### config.mk
export PLATFORM = sky130hd
export DESIGN_NAME = load_store_unit_seq
export DESIGN_NICKNAME = d
export VERILOG_FILES = /design/src/rtl/load_store_unit_seq.sv
export SDC_FILE = /design/constraint.sdc
export NUM_CORES = 1
export LEC_CHECK = 0
export ABC_AREA = 1
export CORE_ASPECT_RATIO = 0.5
export CORE_UTILIZATION = 40
export CTS_CLUSTER_SIZE = 16
export DETAILED_ROUTE_END_ITERATION = 10
export SYNTH_ARGS = -nofsm -noshare
export SYNTH_HDL_FRONTEND = slang
export SYNTH_SLANG_ARGS = --single-unit
### constraint.sdc
create_clock -name clk -period 1.95 [get_ports clk]
set_input_delay 0.2925 -clock clk [delete_from_list [all_inputs] [get_ports clk]]
set_output_delay 0.2925 -clock clk [all_outputs]
set_load 0.005 [all_outputs]
### src/rtl/load_store_unit_seq.sv
// -----------------------------------------------------------------------------
// load_store_unit_seq
//   Multi-cycle load/store unit. Takes one request at a time from the core,
//   forms EA = base + sext(imm12), and drives a valid/ready memory port with
//   byte enables. An access that crosses a beat boundary is either split into
//   two aligned beats (ALLOW_MISALIGNED=1) or reported as a fault. Load data
//   from one or two beats is merged, truncated to the access size and sign- or
//   zero-extended. Exactly one response pulse is returned per request.
//
// Ports
//   clk, rst_n                     clock, asynchronous active-low reset
//   req_valid/req_ready            request handshake (ready only when idle)
//   req_store, req_funct3          access kind and RISC-V funct3
//   req_base, req_imm              rs1 value and 12-bit immediate
//   req_wdata, req_rd              store data, load destination register
//   mem_valid/mem_ready            memory beat handshake
//   mem_we, mem_addr, mem_be       beat direction, aligned address, lane enables
//   mem_wdata                      store data rotated into its byte lanes
//   mem_rvalid, mem_rdata          read data, one per accepted read beat
//   rsp_valid, rsp_rd, rsp_data    one-cycle response with echoed rd and data
//   rsp_werf, rsp_fault            register-file write enable, fault flag
// -----------------------------------------------------------------------------
module load_store_unit_seq #(
   parameter int XLEN             = 32,
   parameter int ADDR_W           = 32,
   parameter bit ALLOW_MISALIGNED = 1'b1
) (
   input  logic                  clk,
   input  logic                  rst_n,
   input  logic                  req_valid,
   output logic                  req_ready,
   input  logic                  req_store,
   input  logic [2:0]            req_funct3,
   input  logic [ADDR_W-1:0]     req_base,
   input  logic [11:0]           req_imm,
   input  logic [XLEN-1:0]       req_wdata,
   input  logic [4:0]            req_rd,
   output logic                  mem_valid,
   input  logic                  mem_ready,
   output logic                  mem_we,
   output logic [ADDR_W-1:0]     mem_addr,
   output logic [XLEN/8-1:0]     mem_be,
   output logic [XLEN-1:0]       mem_wdata,
   input  logic                  mem_rvalid,
   input  logic [XLEN-1:0]       mem_rdata,
   output logic                  rsp_valid,
   output logic [4:0]            rsp_rd,
   output logic [XLEN-1:0]       rsp_data,
   output logic                  rsp_werf,
   output logic                  rsp_fault
);

   localparam int NB = XLEN / 8;
   localparam int OW = $clog2(NB);

   typedef enum logic [2:0] {
      S_IDLE,
      S_ISSUE0,
      S_WAIT0,
      S_ISSUE1,
      S_WAIT1,
      S_RESP
   } state_t;

   state_t state, state_nxt;

   // ---------------------------------------------------------------------------
   // Request decode (combinational on the incoming request fields)
   // ---------------------------------------------------------------------------
   logic [ADDR_W-1:0] ea;
   logic [OW-1:0]     off_in;
   logic [3:0]        size_in;
   logic [4:0]        span_in;     // off + size, in bytes
   logic              legal_in;
   logic              split_in;
   logic              fault_in;
   logic [2*NB-1:0]   mask_in;     // lane enables across both beats
   logic [OW+2:0]     wsh;
   logic [XLEN-1:0]   wdata_rot_in;

   assign ea       = req_base + {{(ADDR_W-12){req_imm[11]}}, req_imm};
   assign off_in   = ea[OW-1:0];
   assign size_in  = 4'd1 << req_funct3[1:0];
   assign span_in  = 5'(off_in) + 5'(size_in);
   assign split_in = span_in > 5'(NB);
   assign fault_in = !legal_in || (split_in && !ALLOW_MISALIGNED);
   assign wsh      = {off_in, 3'b000};

   // Rotating (not shifting) lets both beats of a split store drive the same word.
   assign wdata_rot_in = (req_wdata << wsh) | (req_wdata >> (XLEN - int'(wsh)));

   // NOTE: every signal driven in an always_comb gets a default first, so no
   // path through the block can leave it unassigned and infer a latch.
   always_comb begin
      legal_in = 1'b0;
      unique case (req_funct3)
         3'b000, 3'b001, 3'b010: legal_in = 1'b1;
         3'b011:                 legal_in = (XLEN == 64);
         3'b100, 3'b101:         legal_in = !req_store;
         3'b110:                 legal_in = !req_store && (XLEN == 64);
         default:                legal_in = 1'b0;
      endcase
   end

   always_comb begin
      mask_in = '0;
      for (int i = 0; i < 2*NB; i++) begin
         mask_in[i] = (i >= int'(off_in)) && (i < int'(span_in));
      end
   end

   // ---------------------------------------------------------------------------
   // Registered request and load-data buffer
   // ---------------------------------------------------------------------------
   logic                st_r;
   logic                sext_r;
   logic [3:0]          size_r;
   logic [OW-1:0]       off_r;
   logic                fault_r;
   logic                split_r;
   logic [ADDR_W-1:0]   addr0_r;
   logic [NB-1:0]       be0_r;
   logic [NB-1:0]       be1_r;
   logic [XLEN-1:0]     wdata_r;
   logic [4:0]          rd_r;
   logic [2*XLEN-1:0]   rbuf_r;     // {beat1, beat0} read data

   logic accept, cap0, cap1;

   // NOTE: state is updated with non-blocking assignments so every flop samples
   // values from before the edge, independent of block evaluation order.
   always_ff @(posedge clk or negedge rst_n) begin
      if (!rst_n) begin
         st_r    <= 1'b0;
         sext_r  <= 1'b0;
         size_r  <= 4'd0;
         off_r   <= '0;
         fault_r <= 1'b0;
         split_r <= 1'b0;
         addr0_r <= '0;
         be0_r   <= '0;
         be1_r   <= '0;
         wdata_r <= '0;
         rd_r    <= 5'd0;
         rbuf_r  <= '0;
      end else begin
         if (accept) begin
            st_r    <= req_store;
            sext_r  <= !req_funct3[2];
            size_r  <= size_in;
            off_r   <= off_in;
            fault_r <= fault_in;
            split_r <= split_in;
            addr0_r <= {ea[ADDR_W-1:OW], {OW{1'b0}}};
            be0_r   <= mask_in[NB-1:0];
            be1_r   <= mask_in[2*NB-1:NB];
            wdata_r <= wdata_rot_in;
            rd_r    <= req_rd;
            rbuf_r  <= '0;
         end
         if (cap0) rbuf_r[XLEN-1:0]      <= mem_rdata;
         if (cap1) rbuf_r[2*XLEN-1:XLEN] <= mem_rdata;
      end
   end

   always_ff @(posedge clk or negedge rst_n) begin
      if (!rst_n) state <= S_IDLE;
      else        state <= state_nxt;
   end

   // ---------------------------------------------------------------------------
   // Next state and memory-port outputs. Memory outputs are decoded from the
   // state so they fall to zero immediately on reset and stay stable while a
   // beat waits for mem_ready.
   // ---------------------------------------------------------------------------
   always_comb begin
      state_nxt = state;
      req_ready = 1'b0;
      mem_valid = 1'b0;
      mem_we    = 1'b0;
      mem_addr  = '0;
      mem_be    = '0;
      mem_wdata = '0;
      rsp_valid = 1'b0;
      accept    = 1'b0;
      cap0      = 1'b0;
      cap1      = 1'b0;
      unique case (state)
         S_IDLE: begin
            req_ready = 1'b1;
            if (req_valid) begin
               accept    = 1'b1;
               state_nxt = fault_in ? S_RESP : S_ISSUE0;
            end
         end
         S_ISSUE0: begin
            mem_valid = 1'b1;
            mem_we    = st_r;
            mem_addr  = addr0_r;
            mem_be    = be0_r;
            mem_wdata = st_r ? wdata_r : '0;
            if (mem_ready) begin
               if (st_r) state_nxt = split_r ? S_ISSUE1 : S_RESP;
               else      state_nxt = S_WAIT0;
            end
         end
         S_WAIT0: begin
            if (mem_rvalid) begin
               cap0      = 1'b1;
               state_nxt = split_r ? S_ISSUE1 : S_RESP;
            end
         end
         S_ISSUE1: begin
            mem_valid = 1'b1;
            mem_we    = st_r;
            mem_addr  = addr0_r + ADDR_W'(NB);   // wraps at 2^ADDR_W
            mem_be    = be1_r;
            mem_wdata = st_r ? wdata_r : '0;
            if (mem_ready) state_nxt = st_r ? S_RESP : S_WAIT1;
         end
         S_WAIT1: begin
            if (mem_rvalid) begin
               cap1      = 1'b1;
               state_nxt = S_RESP;
            end
         end
         S_RESP: begin
            rsp_valid = 1'b1;
            state_nxt = S_IDLE;
         end
         default: state_nxt = S_IDLE;
      endcase
   end

   // ---------------------------------------------------------------------------
   // Load merge: shifting the two-beat buffer right by off lines beat0 bytes
   // [off..NB-1] up at result byte 0 with beat1 bytes directly above them.
   // ---------------------------------------------------------------------------
   logic [XLEN-1:0] merged;
   logic [XLEN-1:0] load_ext;
   logic            msb;

   assign merged = XLEN'(rbuf_r >> {off_r, 3'b000});

   always_comb begin
      msb      = 1'b0;
      load_ext = '0;
      unique case (size_r)
         4'd1:    msb = merged[7];
         4'd2:    msb = merged[15];
         4'd4:    msb = merged[31];
         default: msb = merged[XLEN-1];
      endcase
      for (int b = 0; b < XLEN; b++) begin
         load_ext[b] = (b < 8*int'(size_r)) ? merged[b] : (sext_r & msb);
      end
   end

   assign rsp_rd    = rsp_valid ? rd_r : 5'd0;
   assign rsp_fault = rsp_valid && fault_r;
   assign rsp_werf  = rsp_valid && !fault_r && !st_r && (rd_r != 5'd0);
   assign rsp_data  = (rsp_valid && !fault_r && !st_r) ? load_ext : '0;

endmodule
==> results of run 1 <==
==> state kept, by name (all words and copies together) (netlist names) <==
register and count:
be0_r 4, wdata_r 32, sext_r 1, rd_r 5
addr0_r 30, off_r 2, be1_r 4, fault_r 1
size_r 4, state 3, st_r 1, rbuf_r 56
==> report_power, final <==
| group | switching (mW) | internal, mW |
|---|---|---|
| logic | 8.32 | 6.67 |
| registers | 0.800 | 4.23 |
| clock network | 1.48 | 1.68 |
| total | 10.6 | 12.6 |
==> cells by family after synthesis <==
| group | Yosys count | synth area share, % |
|---|---|---|
| simple gates | 827 | 30.0 |
| compound gates | 394 | 19.9 |
| buf+inv | 391 | 13.3 |
| flops | 143 | 31.2 |
| fa+ha+maj | 37 | 4.17 |
| xor+xnor | 19 | 1.45 |
| other cells | 1 | 0.0327 |
==> placed cells by master, fill, tap and decap left out, types with 12 or more instances in the layout <==
cell / netlist / final
nand3_2: 1 / 16
nor2_1: 178 / 101
nand2_2: 4 / 23
nand3_1: 109 / 89
buf_6: 1 / 76
o21ai_2: 0 / 15
buf_12: 0 / 23
nor2_4: 4 / 49
a21oi_1: 94 / 63
xnor2_1: 14 / 13
clkdlybuf4s50_1: 0 / 115
ha_1: 35 / 26
o21ai_0: 150 / 100
nor2_2: 3 / 35
buf_2: 29 / 82
nand2_4: 1 / 22
clkbuf_16: 0 / 21
nand2_1: 478 / 437
nand4_1: 12 / 12
a21oi_2: 0 / 31
o22ai_1: 57 / 47
buf_4: 4 / 250
inv_1: 304 / 286
inv_2: 9 / 16
dfrtp_1: 143 / 137
o21ai_1: 7 / 38
o211ai_1: 18 / 18
==> final cells by class <==
cell class | count | area, sq um | share of cell area (%)
multi-input cells | 1279 | 7750 | 41.5
repair buffers | 568 | 5010 | 26.8
flip-flops and latches | 143 | 3590 | 19.2
inverters | 315 | 1230 | 6.59
well taps | 382 | 478 | 2.56
clock buffers | 18 | 439 | 2.35
clock inverters | 14 | 109 | 0.584
repair inverters | 5 | 56.3 | 0.302
==> worst min path at each step <==
stage	to	start	slack, ps
floorplan	addr0_r[10]	rst_n	-3
global placement	wdata_r[20]	rst_n	300
detailed placement	wdata_r[20]	rst_n	300
CTS	wdata_r[28]	rst_n	390
global route	wdata_r[20]	rst_n	410
finish	wdata_r[20]	rst_n	390
==> routing by layer <==
layer | track usage (%) | up-vias
met5 | 0 | -
met4 | 10.4 | 0
met3 | 3.40 | 124
met2 | 50.0 | 496
met1 | 38.8 | 6670
li1 | - | 6902
==> what timing repair did <==
| item | CTS | global route |
|---|---|---|
| endpoints found under the hold margin | 46 | 0 |
| setup endpoints to repair | 153 | 168 |
| cloned | 5 | 5 |
| pin swaps | 67 | 99 |
| buffers inserted | 59 | 41 |
| gates resized for setup | 675 | 262 |
| hold buffers | 1 | 0 |
==> load_flow_metrics.sql, run 1 <==
INSERT INTO impl_metrics (metric_group, metric, value, unit) VALUES
('setup_path', 'timing.critical_path.mode_cell', 'nand2_4', ''),
('die', 'die_height', '122', 'um'),
('yosys', 'synth_largest_area_cell', 'dfrtp_1', ''),
('layout', 'antennaDiodeCount', '0', ''),
('setup_path', 'path_max_fanout', '7', ''),
('pwr', 'power_per_cell_area', '1240', 'mW/mm^2'),
('global_routing', 'grt_remaining_overflow', '0', ''),
('clocking', 'cts.path.max_buffers', '2', ''),
('yosys', 'synthTopCellsByCount', '478 x nand2_1, 304 x inv_1, 178 x nor2_1, 150 x o21ai_0, 143 x dfrtp_1', ''),
('sta', 'final_hold_viol_count', '0', ''),
('route', 'via_per_inst', '5.21', ''),
('sta', 'shortest_clock_period_the_worst_path_allows_after_layout', '2480', 'ps'),
('sta', 'setup_slack', '-531', 'ps'),
('clocking', 'htree_num_levels', '4', ''),
('yosys', 'synth_ff_type', 'dfrtp_1', ''),
('sta', 'clock-skew-final', '10.3', 'ps'),
('route', 'detail_route.wirelength', '45300', 'um'),
('global_routing', 'grt_first_pass_wirelength', '68000', 'um'),
('global_routing', 'global_route.usage.total', '29.4', '%'),
('yosys', 'syn-cell-area', '0.0115', 'sq mm'),
('layout', 'area_added_between_synthesis_and_finish', '62.6', '%'),
('setup_path', 'critical-path-top-delay-family', 'buffers and inverters', ''),
('status', 'run_status', 'complete, but fails checks', ''),
('clocking', 'tritoncts', 'built', ''),
('sta', 'worst_pin_slew', '575', 'ps'),
('setup_path', 'worstPathArrival', '2190', 'ps'),
('global_routing', 'vias_in_the_first_global_route', '13341', ''),
('clocking', 'clk_pin_slew_worst_paths', '70', 'ps'),
('place', 'gpl.final_weighted_congestion', '0.917', ''),
('pwr', 'fin_total_pwr', '23.2', 'mW'),
('place', 'place.detailed.instances', '2603', ''),
('layout', 'final_cell_count_no_fill', '2724', ''),
('sta', 'setup_violations', '101', ''),
('yosys', 'synth_seq_cells', '143', ''),
('yosys', 'yosysMostFrequentCell', 'nand2_1', ''),
('setup_path', 'r2r_start', 'state[1]', ''),
('route', 'wirelength_met1', '19500', 'um'),
('job', 'maxCapViolations', '0', ''),
('place', 'placed_cell_area', '0.0161', 'sq mm'),
('die', 'core_region_area', '0.0279', 'sq mm'),
('setup_path', 'timing.reg2reg.setup_slack', '80', 'ps'),
('die', 'dieWidth', '241', 'um'),
('yosys', 'number_of_distinct_library_cells_after_synthesis', '49', ''),
('place', 'dp.final_hpwl', '30900', 'um'),
('route', 'dr.pass1.iters', '6', ''),
('global_routing', 'grt_start_max_net_pins', '65', ''),
('sta', 'relative_slew_slack', '61.7', '%'),
('setup_path', 'critical_path_required', '1660', 'ps'),
('setup_path', 'cp-start-kind', 'flop', ''),
('setup_path', 'crit_chain', 'buf_6 > nand2_4 > o21ai_2 > o21a_1 > nand2_1 > nand3_2 > nand2_4 > buf_6 > nand2_4 > nand2_4 > buf_6 > nor2_2 > buf_2', ''),
('place', 'pre_cts_ws', '-747', 'ps'),
('yosys', 'yosys.area.top_type_share', '31.2', '%'),
('sta', 'min_period_over_period', '127', '%'),
('sta', 'unrepaired_setup_endpoints_after_global_routing', 'yes', ''),
('route', 'routed-via-count', '14192', ''),
('sta', 'final.hold.worst_slack', '394', 'ps'),
('clocking', 'clock_latency', '450', 'ps'),
('setup_path', 'rr_worst_depth', '10', ''),
('pwr', 'p_leak', '9.43', 'nW'),
('route', 'top_layer', 'met4', ''),
('yosys', 'synthTopCellsByArea', 'dfrtp_1 31%, nand2_1 16%, inv_1 10%, o21ai_0 6.5%, nor2_1 5.8%', ''),
('route', 'wire_per_inst', '16.6', 'um'),
('status', 'failed_checks', 'negative setup slack', ''),
('yosys', 'number_of_enable_flip_flop_cells_after_synthesis', '0', ''),
('die', 'ioPinCount', '233', ''),
('layout', 'post_route_cells_drive_above_1_share', '33.3', '%'),
('yosys', 'yosysWarningCount', '0', ''),
('yosys', 'yosysSeqAreaShare', '31.2', '%'),
('die', 'initial_core_utilization', '41.1', '%'),
('route', 'remaining_drc_errors', '0', ''),
('route', 'detail-route-antenna-nets', '0', '');
(Power assumes the default switching activity.)
==> run 2: changes to the inputs <==
Settings changed: GPL_TIMING_DRIVEN from default to 0.
==> load_flow_metrics.sql, run 2 (synthesized netlist as in run 1, its figures left out) <==
INSERT INTO impl_metrics (metric_group, metric, value, unit) VALUES
('pwr', 'fin_total_pwr', '24.0', 'mW'),
('setup_path', 'crit_chain', 'buf_4 > clkbuf_4 > o21ai_0 > o21ai_0 > a21oi_1 > nor2_4 > buf_2', ''),
('sta', 'shortest_clock_period_the_worst_path_allows_after_layout', '2540', 'ps'),
('global_routing', 'vias_in_the_first_global_route', '13288', ''),
('global_routing', 'antenna_found_initial', '0', ''),
('clocking', 'clk_pin_slew_worst_paths', '70', 'ps'),
('setup_path', 'worstPathArrival', '2240', 'ps'),
('die', 'core_region_area', '0.0279', 'sq mm'),
('setup_path', 'critical-path-max-stage-delay', '490', 'ps'),
('route', 'dr.pass1.iters', '5', ''),
('global_routing', 'grt_remaining_overflow', '0', ''),
('route', 'detail-route-antenna-nets', '0', ''),
('route', 'via_per_inst', '5.42', ''),
('pwr', 'peakVddDrop', '0.000851', 'V'),
('worst_hold_path', 'holdCritPathClass', 'primary input to flop', ''),
('route', 'wire_per_inst', '18.8', 'um'),
('setup_path', 'path_max_fanout', '10', ''),
('layout', 'post_route_cells_drive_above_1_share', '30.7', '%'),
('setup_path', 'critical_path_required', '1660', 'ps'),
('layout', 'fin_nets', '2364', ''),
('place', 'dp.final_hpwl', '33700', 'um'),
('setup_path', 'timing.critical_path.mode_cell', 'o21ai_0', ''),
('layout', 'layout.cells.most_common', 'nand2_1', ''),
('place', 'placed_cell_area', '0.0145', 'sq mm'),
('route', 'detail_route.wirelength', '48900', 'um'),
('clocking', 'cts.path.max_buffers', '2', ''),
('sta', 'unrepaired_setup_endpoints_after_global_routing', 'yes', ''),
('layout', 'commonest_cells_after_routing_fill_and_taps_aside', '437 x nand2_1, 282 x inv_1, 130 x dfrtp_1', ''),
('sta', 'setup_violations', '106', ''),
('status', 'run_status', 'complete, but fails checks', ''),
('die', 'ioPinCount', '233', ''),
('layout', 'fillerInstances', '2514', ''),
('pwr', 'p_leak', '8.86', 'nW'),
('global_routing', 'grt_first_pass_wirelength', '72400', 'um'),
('setup_path', 'setup.worst_path.class', 'flop to output port', ''),
('sta', 'f_max', '394', 'MHz'),
('layout', 'final_cell_count_no_fill', '2600', ''),
('route', 'routed-via-count', '14098', ''),
('die', 'die_area', '0.0294', 'sq mm'),
('clocking', 'htree_num_levels', '4', ''),
('clocking', 'cts.root.buffer_cell', 'clkbuf_16', ''),
('sta', 'worst_pin_slew', '689', 'ps'),
('place', 'gpl.final_weighted_congestion', '0.945', ''),
('clocking', 'clock_latency', '450', 'ps'),
('sta', 'fin_max_slew_vios', '0', ''),
('layout', 'antennaDiodeCount', '0', ''),
('die', 'die_height', '122', 'um'),
('die', 'initial_core_utilization', '41.1', '%'),
('sta', 'setup_slack', '-586', 'ps'),
('sta', 'setup_tns', '-37370', 'ps'),
('route', 'remaining_drc_errors', '0', ''),
('global_routing', 'global_route.usage.total', '32.3', '%'),
('global_routing', 'grt_start_max_net_pins', '79', ''),
('setup_path', 'endpoint_kind', 'output port', ''),
('route', 'dr.first_iter.drc_count', '1036', ''),
('sta', 'final_hold_viol_count', '0', ''),
('sta', 'final.hold.worst_slack', '389', 'ps'),
('die', 'placementRows', '43', ''),
('pwr', 'power_per_cell_area', '1330', 'mW/mm^2'),
('job', 'maxCapViolations', '0', ''),
('setup_path', 'cp-start-kind', 'flop', ''),
('layout', 'area_added_between_synthesis_and_finish', '57.5', '%'),
('place', 'buffer_ports.inserted', '230', ''),
('sta', 'relative_slew_slack', '54.0', '%'),
('status', 'failed_checks', 'negative setup slack', ''),
('layout', 'largest_register_ff_count', '56', ''),
('layout', 'biggestRegsByFlops', 'rbuf_r (56), wdata_r (32), addr0_r (30)', ''),
('setup_path', 'critPathSlowestCell', 'dfrtp_2', ''),
('place', 'place.detailed.instances', '2426', ''),
('clocking', 'tritoncts', 'built', ''),
('layout', 'largest_register', 'rbuf_r', ''),
('die', 'dieWidth', '241', 'um'),
('clocking', 'cts.sinks', '143', ''),
('sta', 'clock-skew-final', '13.4', 'ps'),
('sta', 'min_period_over_period', '130', '%'),
('clocking', 'cts_made_buffers', '17', ''),
('layout', 'post-route-cell-area', '0.0181', 'sq mm');
-- run 2: cell count changes in the layout (fill, tap and decap cells not counted), sizes merged --
| cell | delta |
|---|---|
| buf | -141 |
| bufinv | +5 |
| clkbuf | +22 |
| clkinv | -3 |
| clkinvlp | +1 |
| dlygate4sd2 | -2 |
| inv | -6 |
-- run 2: path summary, 6_finish.rpt --
check	startpoint	endpoint	slack, ps	cells past startpoint
hold / removal	req_imm[0]	wdata_r[31]	390	5
max in group asynchronous	rst_n	rbuf_r[32]	620	3
setup / recovery	off_r[0]	rsp_data[27]	-590	7
hold reg to reg	wdata_r[22]	wdata_r[22]	500	2
setup reg to reg	state[0]	state[0]	10	11
min in group asynchronous	rst_n	addr0_r[4]	440	2
-- run 2: stage by stage --
step / utilization, % / worst slack, ps
CTS: 61.3 / -534
detailed placement: 51.8 / -1360
global route: 64.7 / -723
global placement: 51.7 / -5510
floorplan: - / -385
finish: 64.7 / -586
-- run 2: repair_timing --
item,in CTS,in global routing
setup endpoints to repair,192,233
setup buffers,108,40
hold buffers,1,0
hold endpoints to repair,65,0
pin swaps,96,92
gates cloned,9,1
resized for setup,823,272
-- run 2: power by group --
part,switching [mW],total (mW),leakage [nW],internal [mW]
combinational,8.89,15.1,6.77,6.21
sequential,1.01,5.25,1.78,4.24
clock,1.43,3.69,0.313,2.27
total,11.3,24.0,8.86,12.7
-- run 2: critical path: cells and delay by family, from the launching register on --
family	cells	cell delay [ps]
flops	1	490
simple gates	1	70
compound gates	3	740
buf+inv	3	500
-- run 2: area by class of cell --
class                      instances  area (sq um)  share of cell area [%]
multi-input combinational       1279          8090                    44.8
sequential                       143          3590                    19.9
timing repair buffer             378          3350                    18.6
inverter                         315          1250                    6.94
buffer                            70           633                    3.51
tap                              382           478                    2.65
clock buffer                      17           425                    2.36
clock inverter                    15           216                    1.20
timing repair inverter             1          16.3                  0.0901
-- run 2: routing by layer --
layer / wire (um) / track usage, % / up-vias
li1: - / - / 6669
met1: 21100 / 43.5 / 6695
met2: 22900 / 53.2 / 595
met3: 3060 / 4.44 / 139
met4: 1840 / 11.5 / 0
met5: 0 / 0 / -
==> run 3: changes to the inputs <==
Settings changed: REMOVE_ABC_BUFFERS from default to 1.
==> load_flow_metrics.sql, run 3 (synthesized netlist as in run 1, its figures left out) <==
INSERT INTO impl_metrics (metric_group, metric, value, unit) VALUES
('clocking', 'cts_made_buffers', '17', ''),
('setup_path', 'crit_chain', 'ha_4 > nand2_4 > nor2_4 > buf_6 > nand3_4 > nor2_4 > nand3_2 > o21ai_1 > nand3_2 > o21ai_2 > buf_2', ''),
('pwr', 'p_leak', '9.12', 'nW'),
('layout', 'post-route-cell-area', '0.0188', 'sq mm'),
('setup_path', 'timing.reg2reg.setup_slack', '-60', 'ps'),
('route', 'remaining_drc_errors', '0', ''),
('setup_path', 'critical-path-top-delay-family', 'simple AND/OR/NAND/NOR gates', ''),
('global_routing', 'vias_in_the_first_global_route', '13301', ''),
('route', 'via_per_inst', '5.55', ''),
('clocking', 'tritoncts', 'built', ''),
('clocking', 'clock_latency', '460', 'ps'),
('die', 'die_height', '122', 'um'),
('route', 'dr.pass1.iters', '5', ''),
('global_routing', 'grt_start_max_net_pins', '81', ''),
('die', 'die_area', '0.0294', 'sq mm'),
('setup_path', 'r2r-end', 'state[2]', ''),
('setup_path', 'worstPathArrival', '2340', 'ps'),
('layout', 'area_added_between_synthesis_and_finish', '63.7', '%'),
('clocking', 'cts.path.max_buffers', '2', ''),
('setup_path', 'path_max_fanout', '4', ''),
('route', 'routed-via-count', '14556', ''),
('clocking', 'clk_pin_slew_worst_paths', '60', 'ps'),
('sta', 'setup_violations', '140', ''),
('route', 'dr.first_iter.drc_count', '1233', ''),
('die', 'ioPinCount', '233', ''),
('route', 'detail_route.wirelength', '51900', 'um'),
('die', 'dieWidth', '241', 'um'),
('layout', 'post_route_cells_drive_above_1_share', '32.4', '%'),
('layout', 'fillerInstances', '2276', ''),
('status', 'run_status', 'complete, but fails checks', ''),
('sta', 'setup_slack', '-678', 'ps'),
('sta', 'min_period_over_period', '135', '%'),
('clocking', 'cts.sinks', '143', ''),
('global_routing', 'grt_remaining_overflow', '0', ''),
('global_routing', 'grt_first_pass_wirelength', '72100', 'um'),
('setup_path', 'critical-path-max-stage-delay', '440', 'ps'),
('layout', 'largest_register', 'rbuf_r', ''),
('layout', 'commonest_cells_after_routing_fill_and_taps_aside', '431 x nand2_1, 279 x inv_1, 124 x dfrtp_1', ''),
('setup_path', 'r2r_start', 'state[1]', ''),
('status', 'failed_checks', 'negative setup slack', ''),
('layout', 'layout.cells.most_common', 'nand2_1', ''),
('layout', 'largest_register_ff_count', '56', ''),
('place', 'placed_cell_area', '0.0140', 'sq mm'),
('clocking', 'cts.root.buffer_cell', 'clkbuf_16', ''),
('sta', 'unrepaired_setup_endpoints_after_global_routing', 'yes', ''),
('place', 'pre_cts_ws', '-3940', 'ps'),
('sta', 'f_max', '380', 'MHz'),
('route', 'detail-route-antenna-nets', '0', ''),
('global_routing', 'global_route.usage.total', '31.9', '%'),
('sta', 'worst_pin_slew', '979', 'ps'),
('sta', 'shortest_clock_period_the_worst_path_allows_after_layout', '2630', 'ps'),
('setup_path', 'cp-start-kind', 'flop', ''),
('sta', 'relative_slew_slack', '34.7', '%'),
('sta', 'clock-skew-final', '10.2', 'ps'),
('route', 'wire_per_inst', '19.8', 'um'),
('setup_path', 'critPathSlowestCell', 'dfrtp_1', ''),
('clocking', 'htree_num_levels', '4', ''),
('job', 'maxCapViolations', '0', ''),
('place', 'buffer_ports.inserted', '230', ''),
('die', 'initial_core_utilization', '41.1', '%'),
('layout', 'biggestRegsByFlops', 'rbuf_r (56), wdata_r (32), addr0_r (30)', ''),
('die', 'core_region_area', '0.0279', 'sq mm'),
('setup_path', 'setup.worst_path.class', 'flop to output port', ''),
('pwr', 'fin_total_pwr', '25.3', 'mW'),
('setup_path', 'number_of_buffers_and_inverters_on_the_critical_path', '2', ''),
('pwr', 'peakVddDrop', '0.000979', 'V'),
('worst_hold_path', 'holdCritPathClass', 'primary input to async pin', ''),
('pwr', 'power_per_cell_area', '1350', 'mW/mm^2'),
('setup_path', 'timing.critical_path.depth', '11', ''),
('setup_path', 'critical_path_required', '1660', 'ps'),
('sta', 'final_hold_viol_count', '0', ''),
('place', 'dp.final_hpwl', '27300', 'um'),
('layout', 'fin_nets', '2387', ''),
('die', 'placementRows', '43', ''),
('place', 'gpl.final_weighted_congestion', '0.903', ''),
('global_routing', 'antenna_found_initial', '3', ''),
('setup_path', 'rr_worst_depth', '13', ''),
('setup_path', 'endpoint_kind', 'output port', ''),
('sta', 'fin_max_slew_vios', '0', '');
run 3: cell count changes in the layout (fill, tap and decap cells not counted), moves of 10 or more:
cell and delta:
o21ai_0 -11, buf_6 +26, buf_2 -14, clkbuf_1 -10, buf_12 +11, clkbuf_2 -14
run 3: what timing repair did:
item                                   CTS  global route
endpoints found under the hold margin   63             0
hold buffers                             1             0
buffers inserted                       170            57
cloned                                  25             4
gates resized for setup                955           211
pin swaps                              120           109
setup endpoints to repair              241           246
run 3: stage by stage:
stage	hold WS, ps	std cells	TNS [ps]	util, %
5_1_grt	409	2625	-62170	67.2
6_report	379	2625	-53790	67.2
3_3_place_gp	467	2349	-1233260	49.8
2_1_floorplan	-3.09	1737	-136890	-
3_5_place_dp	331	2352	-337570	50.1
4_1_cts	382	2577	-49260	63.1
run 3: how the worst max path moves through the flow:
stage	startpoint	slack [ps]	to
finish	addr0_r[2]	-680	mem_addr[20]
floorplan	req_base[0]	-2130	wdata_r[30]
global route	addr0_r[2]	-730	mem_addr[20]
detailed placement	req_base[0]	-3940	wdata_r[31]
CTS	off_r[0]	-660	rsp_data[19]
global placement	rst_n	-5500	addr0_r[21]
run 3: area by class of cell:
type	instances	area, sq um	area share [%]
clock buffers	18	439	2.34
repair buffers	451	4370	23.3
multi-input cells	1287	8210	43.7
well taps	382	478	2.55
flip-flops and latches	143	3600	19.2
inverters	315	1310	7.00
diodes	2	5.00	0.0267
repair inverters	13	164	0.873
clock inverters	14	184	0.980
run 3: power breakdown:
group          leakage [nW]  switching, mW  internal (mW)  total, mW
sequential             1.77           1.03           4.26       5.29
clock                 0.291           1.45           2.07       3.52
combinational          7.06           9.50           6.97       16.5
run 3: layer usage:
layer | vias up | share of wire (%) | global-route usage [%]
met4 | 2 | 5.8 | 16.3
met2 | 814 | 48 | 53.6
met5 | - | 0.025 | 0
met3 | 235 | 7.9 | 4.37
met1 | 6782 | 39 | 40.3
li1 | 6723 | - | -
run 3: worst register-to-register path, delay by kind of cell (launching register included):
kind	cells	cell delay [ps]
buffers and inverters	7	840
AOI/OAI and AO/OA	3	320
DFF	1	460
and+or+nand+nor	3	240
